File: src/rtl/led_seq_pkg.sv
// led_seq_pkg: shared mode encodings and direction constants for the LED sequencer
package led_seq_pkg;
    typedef enum logic [1:0] {
        MODE_HOLD     = 2'd0,
        MODE_STEP     = 2'd1,
        MODE_AUTO     = 2'd2,
        MODE_PINGPONG = 2'd3
    } mode_t;
    localparam logic DIR_UP   = 1'b0;
    localparam logic DIR_DOWN = 1'b1;
endpackage

File: src/rtl/led_sequencer_btn.sv
// btn_conditioner: button synchroniser, optional debouncer (LED_SEQ_DEBOUNCE_EN) and press-edge detector
module btn_conditioner #(
    parameter int DB_CYCLES = 500000
) (
    input  logic clock,
    input  logic reset_n,
    input  logic botao,
    output logic pressed,
    output logic press_evt
);
    logic [1:0] sync;
    logic       filt;
    logic       filt_q;
    always_ff @(posedge clock or negedge reset_n) begin
        if (!reset_n) sync <= 2'b11;
        else sync <= {sync[0], botao};
    end
`ifdef LED_SEQ_DEBOUNCE_EN
    localparam int DB_W = $clog2(DB_CYCLES + 1);
    logic [DB_W-1:0] db_cnt;
    // any bounce back to the accepted level restarts the stability count
    always_ff @(posedge clock or negedge reset_n) begin
        if (!reset_n) begin
            filt   <= 1'b1;
            db_cnt <= '0;
        end else if (sync[1] == filt) begin
            db_cnt <= '0;
        end else if (db_cnt == DB_W'(DB_CYCLES - 1)) begin
            filt   <= sync[1];
            db_cnt <= '0;
        end else begin
            db_cnt <= db_cnt + 1'b1;
        end
    end
`else
    assign filt = sync[1];
`endif
    always_ff @(posedge clock or negedge reset_n) begin
        if (!reset_n) filt_q <= 1'b1;
        else filt_q <= filt;
    end
    assign pressed   = ~filt;
    assign press_evt = filt_q & ~filt;
endmodule

File: src/rtl/led_sequencer.sv
// led_sequencer: one-hot N-LED sequencer with hold/step/auto/ping-pong modes
// Debounced button path is built when LED_SEQ_DEBOUNCE_EN is defined.
module led_sequencer
    import led_seq_pkg::*;
#(
    parameter int NUM_LEDS  = 4,
    parameter int PERIOD    = 15000000,
    parameter int DB_CYCLES = 500000,
    localparam int IDX_W    = $clog2(NUM_LEDS),
    localparam int CNT_W    = $clog2(PERIOD)
) (
    input  logic                clock,
    input  logic                reset_n,
    input  logic                botao,
    input  logic [1:0]          mode,
    input  logic                dir,
    output logic [NUM_LEDS-1:0] leds,
    output logic [IDX_W-1:0]    pos,
    output logic                step
);
    localparam logic [IDX_W-1:0] LAST    = IDX_W'(NUM_LEDS - 1);
    localparam logic [CNT_W-1:0] CNT_MAX = CNT_W'(PERIOD - 1);
    mode_t            mode_in;
    mode_t            mode_q;
    logic [CNT_W-1:0] cnt;
    logic [CNT_W-1:0] cnt_nxt;
    logic [IDX_W-1:0] pos_nxt;
    logic             bounce;
    logic             bounce_nxt;
    logic             pressed;
    logic             press_evt;
    logic             mode_chg;
    logic             counting;
    logic             adv;
    logic             ping;
    logic             down;
    logic             at_end;
    btn_conditioner #(.DB_CYCLES(DB_CYCLES)) u_btn (
        .clock     (clock),
        .reset_n   (reset_n),
        .botao     (botao),
        .pressed   (pressed),
        .press_evt (press_evt)
    );
    // a mode switch spends one cycle clearing the counter without advancing
    always_comb begin
        mode_in    = mode_t'(mode);
        mode_chg   = mode_in != mode_q;
        ping       = mode_in == MODE_PINGPONG;
        counting   = mode_in == MODE_HOLD ? pressed : mode_in != MODE_STEP;
        adv        = !mode_chg && (mode_in == MODE_STEP ? press_evt : counting && cnt == CNT_MAX);
        cnt_nxt    = (mode_chg || !counting || cnt == CNT_MAX) ? '0 : cnt + 1'b1;
        down       = (ping ? bounce : dir) == DIR_DOWN;
        at_end     = down ? pos == '0 : pos == LAST;
        pos_nxt    = !adv ? pos :
                     at_end ? (ping ? (down ? IDX_W'(1) : LAST - 1'b1) : (down ? LAST : '0)) :
                     down ? pos - 1'b1 : pos + 1'b1;
        bounce_nxt = (mode_chg && ping) ? dir : (adv && ping && at_end) ? ~bounce : bounce;
    end
    always_ff @(posedge clock or negedge reset_n) begin
        if (!reset_n) begin
            mode_q <= MODE_HOLD;
            cnt    <= '0;
            pos    <= '0;
            leds   <= NUM_LEDS'(1);
            step   <= 1'b0;
            bounce <= DIR_UP;
        end else begin
            mode_q <= mode_in;
            cnt    <= cnt_nxt;
            pos    <= pos_nxt;
            leds   <= NUM_LEDS'(1) << pos_nxt;
            step   <= adv;
            bounce <= bounce_nxt;
        end
    end
endmodule

File: config.mk
export PLATFORM = sky130hd
export DESIGN_NAME = led_sequencer
export DESIGN_NICKNAME = d
export VERILOG_FILES = /design/src/rtl/led_seq_pkg.sv /design/src/rtl/led_sequencer_btn.sv /design/src/rtl/led_sequencer.sv
export SDC_FILE = /design/constraint.sdc
export NUM_CORES = 1
export LEC_CHECK = 0
export CAP_MARGIN = 10
export CORE_MARGIN = 1.5
export CORE_UTILIZATION = 50
export DETAILED_ROUTE_END_ITERATION = 10
export GPL_TIMING_DRIVEN = 1
export PLACE_DENSITY_LB_ADDON = 0.12
export SYNTH_ARGS = -nofsm -noshare
export SYNTH_HDL_FRONTEND = slang
export SYNTH_SLANG_ARGS = --single-unit
File: constraint.sdc
create_clock -name clock -period 3.3 [get_ports clock]
set_input_delay 0.495 -clock clock [delete_from_list [all_inputs] [get_ports clock]]
set_output_delay 0.495 -clock clock [all_outputs]
set_load 0.02 [all_outputs]
==> summary.txt <==
Clock network
  – Max Root-Sink Buffers: 2
  – CTS tree: yes
  – Num CTS Buffers: 5
  – Root Buffer: clkbuf_4
  – PostCTS Resize Cnt: 0
  – Worst-skew pair later-pin latency: 0.34 ns
  – Post-CTS setup buffer count: 0
  – Clk pin slew, worst setup/hold paths: 0.11 ns
  – Clock sinks: 37
  – H-tree levels: 2
  – Hold Buf Count CTS: 0

Timing
  – F_max: 0.427 GHz
  – Final Hold Fails: 0
  – Rel. slew slack: 58.9%
  – Unrepaired setup endpoints after global routing: false
  – Worst slew pin tran: 0.613 ns
  – Fin crit share: 70.9%
  – Slew Viols, Final: 0
  – Worst Skew: 0.0113 ns
  – Final Critical Period: 2.34 ns
  – WHS: 0.365 ns
  – Setup TNS: 0 ns
  – Endpoints failing setup: 0

Synthesis
  – Mapped cell area: 1800 µm²
  – Share of the synthesized area in the top cell type: 45.8%
  – Mux contribution to synthesized area: 1.94%
  – Number of synthesized flops with an enable pin: 0
  – Simple-gate area share of the yosys netlist: 26.0%
  – Async set-or-reset flop fraction in the synthesized netlist: 100%
  – Sequential share of the synthesized area: 51.6%
  – Synth warn: 0
  – Largest family of logic cells by synthesized area: simple AND/OR/NAND/NOR gates
  – Adder-Cell Fraction of Synth Area: 0.694%
  – Netlist cell types: 38
  – Dominant cell type by area after synthesis: dfrtp_1
  – Xor/xnor share of the synthesized area: 11.7%
  – Top post-synthesis cells by count: 33 x dfrtp_1, 32 x nor2_1, 16 x xor2_1
  – Compound-Gate Fraction of Synth Area: 6.18%
  – Net Count, Synth: 186
  – Largest cells by area after synthesis: dfrtp_1 46%, xor2_1 7.8%, nor2_1 6.7%
  – Synth Instances: 179
  – Avg Synthesized Cell Area: 10.1 µm²
  – Most instantiated library cell after synthesis: dfrtp_1
  – Main synth FF type: dfrtp_1
  – Flops & latches, synth: 37

GRT
  – Antenna violations before repair: 0
  – Vias in the first global route: 1319
  – GRT overflow: 0
  – Largest net degree at the start of global routing: 38
  – GRT Overall Usage: 19.3%
  – First-pass GRT wire length: 5960 µm

Power
  – LEAKAGE: 0.000829 µW
  – Max VDD drop: 276 µV
  – Pwr Density: 519 nW/µm²

Die
  – Initial core utilization: 53.2%
  – Core area: 3390 µm²
  – Die Wd: 63.1 µm
  – Row count: 21
  – Die area: 3980 µm²
  – Number of I/O pins: 13
  – Die Y: 63.1 µm

Cells and area
  – Combined area of the multi-input logic cells: 837 µm²
  – Fillers: 279
  – Storage cell area: 931 µm²
  – Nets: 201
  – Share of cells above drive strength 1: 10.3%
  – Synth-to-layout area growth: 14.1%
  – # diodes: 0

Worst setup path
  – Slowest stage delay, CP: 0.54 ns
  – RR Endpoint: leds[0]
  – Crit path buf inv count: 0
  – Crit end category: register
  – CP required: 3.58 ns
  – Critical path fanouts, max: 7
  – Setup CP Type: register to register
  – Crit-path slowest cell: or4b_1
  – Startpoint types: register
  – Cell chain of the critical path: or4b_1 > or3_4 > a2111oi_4 > nor2_2 > mux2_4
  – Reg-to-reg startpoint: cnt[11]
  – CP delay by family, top: simple AND/OR/NAND/NOR gates
  – R2R cell count: 5
  – Worst Path Arrival: 2.62 ns
  – Reg2reg setup slack: 0.96 ns

Routing
  – Routed wire length: 3210 µm
  – Routed vias/inst: 5.45
  – # DRC: 0
  – DR vias: 1313
  – ANT nets after route: 0
  – Routed wire per std cell: 13.3 µm
  – Pre-Repair DR Iteration Count: 4
  – Initial detailed-routing violation count: 62

Worst hold path
  – Hold Path Class: register to register
  – WHS Path Cells: 0
  – Worst Hold End: u_btn.sync[1]
  – Hold path start: u_btn.sync[0]

Place
  – Placer Congestion: 0.844
  – I/O Buffers: 12
  – Hpwl dp: 2250 µm

Flow run
  – Max-Cap Viols: 0

Status
  – Status: finished clean
## report_power, final
part | internal, µW | switching [µW] | total, µW
Clock | 181 | 144 | 325
Combinational | 110 | 98.6 | 209
Sequential | 493 | 41.8 | 535
## layout by cell type, fill, tap and decap left out, drive strengths merged, types with 2 or more instances in the layout
master,instances
a211oi,2
and2,3
and3,3
and4,3
buf,2
clkbuf,7
clkdlybuf4s50,12
dfrtp,33
dfstp,4
inv,3
mux2i,2
nand2,12
nand2b,2
nand3,12
nand4,8
nor2,33
nor2b,2
nor3,7
o21ai,3
or3,3
xnor2,8
xor2,16
## how the worst max path moves through the flow
stage            start  endpoint  slack, ns  cells past startpoint
6_report       cnt[11]   leds[0]       0.96                      5
5_1_grt        cnt[11]   leds[0]       0.84                      5
4_1_cts        cnt[11]   leds[0]       0.96                      5
3_5_place_dp   mode[1]   leds[0]       0.84                      6
3_3_place_gp   mode[1]   leds[0]       0.88                      6
2_1_floorplan  cnt[11]   leds[0]       1.10                      5
## worst register-to-register path: stages (launching register included)
cell       delay, ns
dfrtp_1         0.42
or4b_1          0.54
or3_4           0.38
a2111oi_4       0.51
nor2_2          0.12
mux2_4          0.31
## cells by family after synthesis
logic type	Yosys count
mux	3
simple gates	93
compound gates	12
xor+xnor	24
buf+inv	9
fa+ha+maj	1
flops	37
## layout make-up
type                       count  area share, %
clock buffer                   7           2.68
timing repair buffer          14           6.57
tap                           46           2.80
inverter                       3          0.547
sequential                    37           45.3
clock inverter                 1           1.46
multi-input combinational    133           40.7
## sequential cells by signal, summed over array words and instances, names as in the netlist
signal	cells
cnt	24
leds	4
mode_q	2
pos	2
u_btn.sync	2
bounce	1
step	1
u_btn.filt_q	1
## layer usage
| metal | wire (µm) | GRT usage, % | share of wire [%] |
|---|---|---|---|
| met1 | 1480 | 24.4 | 46 |
| met2 | 1550 | 31.1 | 48 |
| met3 | 118 | 5.36 | 3.7 |
| met4 | 60 | 8.61 | 1.9 |
| met5 | 0 | 0 | 0 |
## metrics by stage
step / worst slack (ns) / area, µm² / std cells / power, µW / util, %
after global placement: 0.878 / 1970 / 233 / 750 / 58.2
after CTS: 0.965 / 2060 / 241 / 1080 / 60.7
after global routing: 0.841 / 2060 / 241 / 1130 / 60.7
final: 0.960 / 2060 / 241 / 1070 / 60.7
after detailed placement: 0.836 / 1970 / 233 / 756 / 58.2
after floorplan: 1.10 / 1800 / 179 / 666 / -
Note: power is estimated with default switching activity, not from simulation.
